===== config.mk =====
export PLATFORM = sky130hd
export DESIGN_NAME = capture_reader
export DESIGN_NICKNAME = d
export VERILOG_FILES = /design/src/rtl/capture_reader.sv
export SDC_FILE = /design/constraint.sdc
export NUM_CORES = 1
export LEC_CHECK = 0
export CORE_MARGIN = 5
export CORE_UTILIZATION = 40
export DETAILED_ROUTE_END_ITERATION = 8
export GPL_TIMING_DRIVEN = 0
export SLEW_MARGIN = 30
export SYNTH_ARGS = -nofsm -noshare
export SYNTH_HDL_FRONTEND = slang
export SYNTH_SLANG_ARGS = --single-unit

===== constraint.sdc =====
create_clock -name cfg_clk -period 3.1 [get_ports cfg_clk]
set_clock_uncertainty 0.05 [all_clocks]
set_input_delay 0.465 -clock cfg_clk [delete_from_list [all_inputs] [get_ports cfg_clk]]
set_output_delay 0.465 -clock cfg_clk [all_outputs]
set_load 0.03 [all_outputs]

===== src/rtl/capture_reader.sv =====
// capture_reader: once capture stops, reads the sample RAM oldest-first and streams the
// samples over a valid/ready port. Single clock domain (cfg_clk).
//
//  state  | meaning
//  IDLE   | waiting for rd_start
//  ARM    | readout requested, waiting for stop_flag
//  READ   | issuing RAM reads into the 2-entry output FIFO
//  DRAIN  | all reads issued, emptying the FIFO
//  DONE   | readout complete, done held until rd_start or abort
module capture_reader #(
  parameter int DEPTH  = 5461,
  parameter int DATA_W = 8
) (
  input  logic              cfg_clk,
  input  logic              cfg_rstn,
  input  logic              rd_start,
  input  logic              rd_abort,
  input  logic              stop_flag,
  input  logic              overflow_flag,
  input  logic [15:0]       stop_addr,
  output logic              rd_ce,
  output logic [15:0]       rd_addr,
  input  logic [DATA_W-1:0] rd_data,
  output logic [DATA_W-1:0] out_data,
  output logic              out_valid,
  input  logic              out_ready,
  output logic              out_last,
  output logic              busy,
  output logic              done,
  output logic [15:0]       sample_cnt
);

  typedef enum logic [2:0] {S_IDLE, S_ARM, S_READ, S_DRAIN, S_DONE} state_t;

  localparam logic [15:0] LAST_ADDR = 16'(DEPTH - 1);
  localparam logic [15:0] DEPTH_W   = 16'(DEPTH);

  state_t            state, state_nx;
  logic [15:0]       total, issued, addr, sa_clamp;
  logic              inflight;
  logic [DATA_W-1:0] fifo_mem [2];
  logic              wr_ptr, rd_ptr;
  logic [1:0]        fifo_cnt;
  logic [2:0]        occ;
  logic              start_ok, pop, push, last_issue, last_accept;

  // Handshake decode, flow-control window and externally visible outputs.
  // The read window counts this cycle's acceptance as freed space so a steady
  // 1 sample/cycle stream is sustained with out_ready held high.
  always_comb begin
    start_ok    = rd_start && !rd_abort && (state == S_IDLE || state == S_DONE);
    out_valid   = (fifo_cnt != 2'd0);
    out_data    = fifo_mem[rd_ptr];
    pop         = out_valid && out_ready;
    push        = inflight;
    occ         = {1'b0, fifo_cnt} + {2'b00, inflight} - {2'b00, pop};
    rd_ce       = (state == S_READ) && !rd_abort && (occ < 3'd2) && (issued != total);
    rd_addr     = addr;
    last_issue  = rd_ce && ((issued + 16'd1) == total);
    last_accept = pop && ((sample_cnt + 16'd1) == total);
    out_last    = out_valid && (sample_cnt == (total - 16'd1));
    busy        = (state == S_ARM) || (state == S_READ) || (state == S_DRAIN);
    done        = (state == S_DONE);
    sa_clamp    = (stop_addr > LAST_ADDR) ? LAST_ADDR : stop_addr;
  end

  // Next-state logic; abort overrides every other transition.
  always_comb begin
    state_nx = state;
    case (state)
      S_IDLE:  if (rd_start)    state_nx = S_ARM;
      S_ARM:   if (stop_flag)   state_nx = S_READ;
      S_READ:  if (last_issue)  state_nx = S_DRAIN;
      S_DRAIN: if (last_accept) state_nx = S_DONE;
      S_DONE:  if (rd_start)    state_nx = S_ARM;
      default:                  state_nx = S_IDLE;
    endcase
    if (rd_abort) state_nx = S_IDLE;
  end

  // State register.
  always_ff @(posedge cfg_clk or negedge cfg_rstn) begin
    if (!cfg_rstn) state <= S_IDLE;
    else           state <= state_nx;
  end

  // Readout parameters, read address/issue counter and in-flight tracking.
  always_ff @(posedge cfg_clk or negedge cfg_rstn) begin
    if (!cfg_rstn) begin
      total    <= 16'd0;
      issued   <= 16'd0;
      addr     <= 16'd0;
      inflight <= 1'b0;
    end else begin
      inflight <= rd_ce;
      if (state == S_ARM && stop_flag && !rd_abort) begin
        total  <= overflow_flag ? DEPTH_W : sa_clamp + 16'd1;
        addr   <= (overflow_flag && sa_clamp != LAST_ADDR) ? sa_clamp + 16'd1 : 16'd0;
        issued <= 16'd0;
      end else if (rd_ce) begin
        issued <= issued + 16'd1;
        addr   <= (addr == LAST_ADDR) ? 16'd0 : addr + 16'd1;
      end
    end
  end

  // Two-entry output FIFO; abort flushes it and drops any arriving RAM word.
  always_ff @(posedge cfg_clk or negedge cfg_rstn) begin
    if (!cfg_rstn) begin
      fifo_mem[0] <= '0;
      fifo_mem[1] <= '0;
      wr_ptr      <= 1'b0;
      rd_ptr      <= 1'b0;
      fifo_cnt    <= 2'd0;
    end else if (rd_abort) begin
      wr_ptr   <= 1'b0;
      rd_ptr   <= 1'b0;
      fifo_cnt <= 2'd0;
    end else begin
      if (push) begin
        fifo_mem[wr_ptr] <= rd_data;
        wr_ptr           <= ~wr_ptr;
      end
      if (pop) rd_ptr <= ~rd_ptr;
      case ({push, pop})
        2'b10:   fifo_cnt <= fifo_cnt + 2'd1;
        2'b01:   fifo_cnt <= fifo_cnt - 2'd1;
        default: fifo_cnt <= fifo_cnt;
      endcase
    end
  end

  // Accepted-sample counter, held through DONE until the next readout or abort.
  always_ff @(posedge cfg_clk or negedge cfg_rstn) begin
    if (!cfg_rstn)                 sample_cnt <= 16'd0;
    else if (rd_abort || start_ok) sample_cnt <= 16'd0;
    else if (pop)                  sample_cnt <= sample_cnt + 16'd1;
  end

endmodule


==> impl_metrics.toml, run 1 <==
[run_status]
outcome = "finished with violations"
violations = "negative setup slack"

[detailed_routing]
vias = 5765
drt-total-wl_um = 17800
dr.first_iter.drc_count = 419
drc = 0
ant_nets = 0
wl_per_cell_um = 17.3
drt_first_pass_iters = 5
viasPerCell = 5.62

[worst_setup_path]
cp_num_buf_inv = 4
r2r_cells = 16
start_kind = "register"
end_kind = "output pin"
path_delay_family = "simple AND/OR/NAND/NOR gates"
worst_path_largest_cell_delay_ps = 540
worst-path-stages = 12
cpMostUsedCell = "buf_6"
critPathMaxFanout = 3
crit_slowest_cell = "fa_2"
cp_cell_sequence = "or2_4 -> nand2_4 -> inv_8 -> ha_4 -> nand2b_4 -> fa_2 -> nand3_2 -> nor3_4 -> o21ai_4 -> buf_6 -> clkinvlp_4 -> buf_6"
required_ps = 2580
crit_type = "reg -> out"
cp.arrival_ps = 2820

[yosys]
synth_cell_types = 76
synth_edf_count = 0
synth-async-reset-ratio = 1.00
syn_area_sq_um = 6220
syn-num-nets = 752
synth_warnings = 0
ys.flop_type = "dfrtp_1"
ys_seq_elements = 88
yosys.area.top_type = "dfrtp_1"
synth.avg_cell_area_sq_um = 8.72
yosysSeqAreaShare = 0.354
synth_cells = 713
synth_top_area_share = 0.354
synth_area_leaders = "dfrtp_1 35%, xnor2_1 8.0%, xor2_1 5.9%"

[cells_and_area]
drive_above_1_share = 0.215
final_area_sq_um = 8270
synthToLayoutAreaGrowth_pct = 33.0
final_cell_mix = "85 x dfrtp_1, 75 x nor2_1, 71 x clkdlybuf4s50_1"
diodes = 0
fin_nets = 871
final_common_cell = "dfrtp_1"

[pwr]
netSwitchingPower_mw = 1.38
power.internal_mw = 2.49
sw_frac_of_total = 0.356
ir_worst_vdd_v = 0.000396
p_per_area_nw_per_um2 = 468
clock_power_share = 0.303
leakagePower_nw = 3.30
pwr-share-seq = 0.374
p_comb_frac = 0.323

[grt]
grt_remaining_overflow = 0
grt_pass1_vias = 5642
grt_pass1_wl_um = 28700
grt_max_degree = 55
antenna_found_initial = 0
gr-usage-all-layers = 0.195

[die]
die_height_um = 135
core.rowCount = 45
die_w_um = 135
ios = 76
core_area_sq_um = 15200
initial_core_util = 0.409
die_area_sq_um = 18100

[sta]
tightest_slew_ps = 907
maxSlewViolCount = 0
min_period_ps = 3330
hold_ws_ps = 452
hold_viol = 0
fmax_mhz = 300
maxSlewHeadroom = 0.391
setup_slack_ps = -232
finalSetupViolations = 23
rsz0062_at_grt = "yes"
period_share = 1.07

[min_path]
holdPathStages = 1
hold_path.class = "reg -> reg"

[clock_network]
cts_buffer_depth = 2
cts_made_buffers = 9
clkSlewWorstSetupHoldPaths_ps = 70
htreeDepth = 3
cts_tree = "done"
clock_sinks = 88
clk_latency_ps = 360
cts_root_buf = "clkbuf_16"

[flow_run]
max-cap-violations = 0

[place]
post-place-ws_ps = -1380
io_buffers = 75
placed_cell_area_sq_um = 7260
gp_congestion = 0.898
hpwl_um = 12700
-- cell families (layout without fill, tap and decap cells) --
| kind of cell | after synthesis | count (layout) | synth area share |
|---|---|---|---|
| compound gates | 126 | 126 | 0.136 |
| xor+xnor | 100 | 100 | 0.142 |
| fa+ha+maj | 8 | 8 | 0.0173 |
| buf+inv | 59 | 182 | 0.0430 |
| flops | 88 | 88 | 0.354 |
| mux | 30 | 30 | 0.0537 |
| simple gates | 302 | 303 | 0.254 |
-- synth_stat cells (7+ instances only) --
master / number
dfrtp_1: 88
nor2_1: 84
nand2_1: 63
xnor2_1: 57
xor2_1: 42
nand3_1: 32
a21oi_1: 31
o21ai_0: 31
mux2_2: 27
nor3_1: 25
inv_1: 23
buf_2: 18
nand4_1: 15
nor4_1: 13
clkbuf_1: 12
nor2b_1: 10
or3_1: 9
and3_1: 8
and2_1: 7
ha_1: 7
-- per-layer routing --
layer | share of wire | wire (um) | global-route usage | vias to the layer above
met3 | 0.055 | 974 | 0.0320 | 32
met4 | 0.022 | 396 | 0.0707 | 0
met5 | 0 | 0 | 0 | -
li1 | - | - | - | 2768
met2 | 0.47 | 8300 | 0.314 | 192
met1 | 0.46 | 8090 | 0.266 | 2773
-- timing repair --
| action | in CTS | in global routing |
|---|---|---|
| hold buffers | 1 | 0 |
| pin swaps | 21 | 27 |
| setup buffers | 24 | 10 |
| endpoints found under the setup margin | 36 | 35 |
| cloned | 4 | 0 |
| gates resized for setup | 81 | 46 |
| hold endpoints to repair | 34 | 0 |
-- metrics by stage --
stage           util  cells  TNS (ps)  power (mW)
2_1_floorplan      -    713         0        2.14
3_3_place_gp   0.476    976   -177450        2.56
3_5_place_dp   0.478    977    -22860        2.59
4_1_cts        0.528   1018     -1880        3.85
5_1_grt        0.544   1025     -5130        4.05
6_report       0.544   1025     -1700        3.87
-- flip-flops by register name (all words and copies together), names as in the netlist --
name	count
wr_ptr	1
fifo_mem	16
fifo_cnt	2
rd_addr	16
total	16
rd_ptr	1
issued	16
inflight	1
state	3
sample_cnt	16
-- cell type report --
type	count	area (sq um)
Sequential cell	88	2210
Tap cell	188	235
Timing Repair Buffer	113	1130
Fill cell	1378	6930
Multi-Input combinational cell	567	4110
Clock inverter	7	87.6
Buffer	30	179
Clock buffer	9	225
Inverter	23	97.6
-- path summary, 6_finish.rpt --
check / start / endpoint / slack, ps
max: fifo_cnt[1]$_DFFE_PN0P_ / rd_ce / -230
min: fifo_mem[5]$_DFFE_PN0P_ / fifo_mem[5]$_DFFE_PN0P_ / 450
max reg2reg: fifo_cnt[1]$_DFFE_PN0P_ / rd_addr[10]$_DFFE_PN0P_ / -140
min reg2reg: fifo_mem[5]$_DFFE_PN0P_ / fifo_mem[5]$_DFFE_PN0P_ / 450
max in group asynchronous: cfg_rstn / total[0]$_DFFE_PN0P_ / 1880
min in group asynchronous: cfg_rstn / issued[12]$_DFFE_PN0P_ / 520
-- power by group through the flow --
| stage | logic, mW | clock network [mW] | registers [mW] |
|---|---|---|---|
| finish | 1.25 | 1.17 | 1.45 |
| global route | 1.35 | 1.24 | 1.47 |
| CTS | 1.21 | 1.20 | 1.44 |
| detailed placement | 1.13 | 0 | 1.46 |
| global placement | 1.11 | 0 | 1.45 |
| floorplan | 0.628 | 0 | 1.52 |
Power figures use the tool's default switching activity.
==> run 2, diff against run 1 <==
--- a/config.mk
+++ b/config.mk
@@ -7,6 +7,7 @@
 export LEC_CHECK = 0
 export CORE_MARGIN = 5
 export CORE_UTILIZATION = 40
+export CTS_BUF_LIST = sky130_fd_sc_hd__clkbuf_8
 export DETAILED_ROUTE_END_ITERATION = 8
 export GPL_TIMING_DRIVEN = 0
 export SLEW_MARGIN = 30
==> constraint.sdc (replaced) <==
create_clock -name cfg_clk -period 4.29 [get_ports cfg_clk]
set_clock_uncertainty 0.05 [all_clocks]
set_input_delay 0.6435 -clock cfg_clk [delete_from_list [all_inputs] [get_ports cfg_clk]]
set_output_delay 0.6435 -clock cfg_clk [all_outputs]
set_load 0.03 [all_outputs]
==> impl_metrics.toml, run 2 (synthesis gave the netlist of run 1 again) <==
[sta]
hold_ws_ps = 91.6
rsz0062_at_grt = "no"
period_share = 0.967
fmax_mhz = 241
hold_viol = 0
min_period_ps = 4150
maxSlewViolCount = 0
maxSlewHeadroom = 0.368
tightest_slew_ps = 941
finalSetupViolations = 0

[die]
ios = 76
core_area_sq_um = 15200
die_w_um = 135
die_height_um = 135
initial_core_util = 0.409
core.rowCount = 45
die_area_sq_um = 18100

[place]
gp_congestion = 0.894
hpwl_um = 13000
io_buffers = 75
place_inst = 977
placed_cell_area_sq_um = 7230

[cells_and_area]
synthToLayoutAreaGrowth_pct = 20.1
final_cell_mix = "87 x dfrtp_1, 84 x nor2_1, 71 x clkdlybuf4s50_1"
drive_above_1_share = 0.127
final_area_sq_um = 7470
diodes = 0
final_common_cell = "dfrtp_1"
fin_nets = 838
final_util = 0.491
fillers = 1484
fin_cells = 992

[clock_network]
cts_root_buf = "clkbuf_8"
holdBufCountCts = 0
clock_sinks = 88
cts_buffer_depth = 2
clk_latency_ps = 390
cts_tree = "done"
cts_made_buffers = 9
htreeDepth = 3
clkSlewWorstSetupHoldPaths_ps = 90
postCtsSetupBuffers = 0

[detailed_routing]
dr.first_iter.drc_count = 338
vias = 5516
drt_first_pass_iters = 5
ant_nets = 0
drt-total-wl_um = 17100
viasPerCell = 5.56
wl_per_cell_um = 17.2
drc = 0

[worst_setup_path]
start_kind = "register"
required_ps = 3600
cp.arrival_ps = 3450
critPathMaxFanout = 11
end_kind = "output pin"
crit_type = "reg -> out"

[pwr]
ir_worst_vdd_v = 0.000282
p_per_area_nw_per_um2 = 329
leakagePower_nw = 2.98

[grt]
grt_remaining_overflow = 0
grt_pass1_vias = 5570
grt_pass1_wl_um = 28200
grt_max_degree = 56
antenna_found_initial = 0
gr-usage-all-layers = 0.192

[min_path]
hold_path.class = "in -> async"

[run_status]
outcome = "completed"

[flow_run]
max-cap-violations = 0
[run 2: power by group]
group | internal (mW) | switching [mW]
Sequential | 0.926 | 0.113
Clock | 0.270 | 0.328
Combinational | 0.356 | 0.462
[run 2: worst max-delay path, cell delays in order (launching register included)]
cell        delay (ps)
dfrtp_2            470
or2_2              350
nand2_4            160
inv_2               90
ha_1               260
nand2b_1           150
fa_1               410
xor2_2             180
nor3_4             250
o21ai_4            150
buf_4              220
clkinvlp_4         190
buf_4              190
[run 2: metrics by stage]
step	setup TNS, ps	worst slack [ps]	power (mW)
6_report	0	142	2.45
5_1_grt	0	12.5	2.59
3_5_place_dp	-5550	-1260	1.87
2_1_floorplan	0	549	1.54
3_3_place_gp	-74090	-1270	1.85
4_1_cts	0	16.1	2.48
[run 2: final timing paths]
check | slack (ps) | startpoint | cells after the start | to
max | 140 | fifo_cnt[1]$_DFFE_PN0P_ | 12 | rd_ce
min | 90 | cfg_rstn | 1 | total[14]$_DFFE_PN0P_
max reg2reg | 700 | fifo_cnt[1]$_DFFE_PN0P_ | 13 | state[0]$_DFFE_PN0P_
min reg2reg | 460 | fifo_mem[1]$_DFFE_PN0P_ | 1 | fifo_mem[1]$_DFFE_PN0P_
max in group asynchronous | 3500 | cfg_rstn | 2 | fifo_cnt[1]$_DFFE_PN0P_
min in group cfg_clk | 460 | fifo_mem[1]$_DFFE_PN0P_ | 1 | fifo_mem[1]$_DFFE_PN0P_
[run 2: cell type report]
type / count / area (sq um) / share of cell area
repair buffers: 76 / 782 / 0.105
flip-flops and latches: 88 / 2200 / 0.295
well taps: 188 / 235 / 0.0315
clock buffers: 9 / 124 / 0.0166
multi-input cells: 566 / 3780 / 0.506
inverters: 23 / 90.1 / 0.0121
clock inverters: 7 / 72.6 / 0.00971
plain buffers: 35 / 180 / 0.0241
[run 2: timing repair]
action	in CTS	in global routing
setup endpoints to repair	2	2
pin swaps	1	1
resized for setup	13	5
[run 2: routing by layer]
| layer | track usage | up-vias | wire [um] |
|---|---|---|---|
| li1 | - | 2687 | - |
| met4 | 0.0560 | 0 | 292 |
| met5 | 0 | - | 0 |
| met3 | 0.0380 | 22 | 740 |
| met2 | 0.315 | 138 | 7980 |
| met1 | 0.257 | 2669 | 8080 |
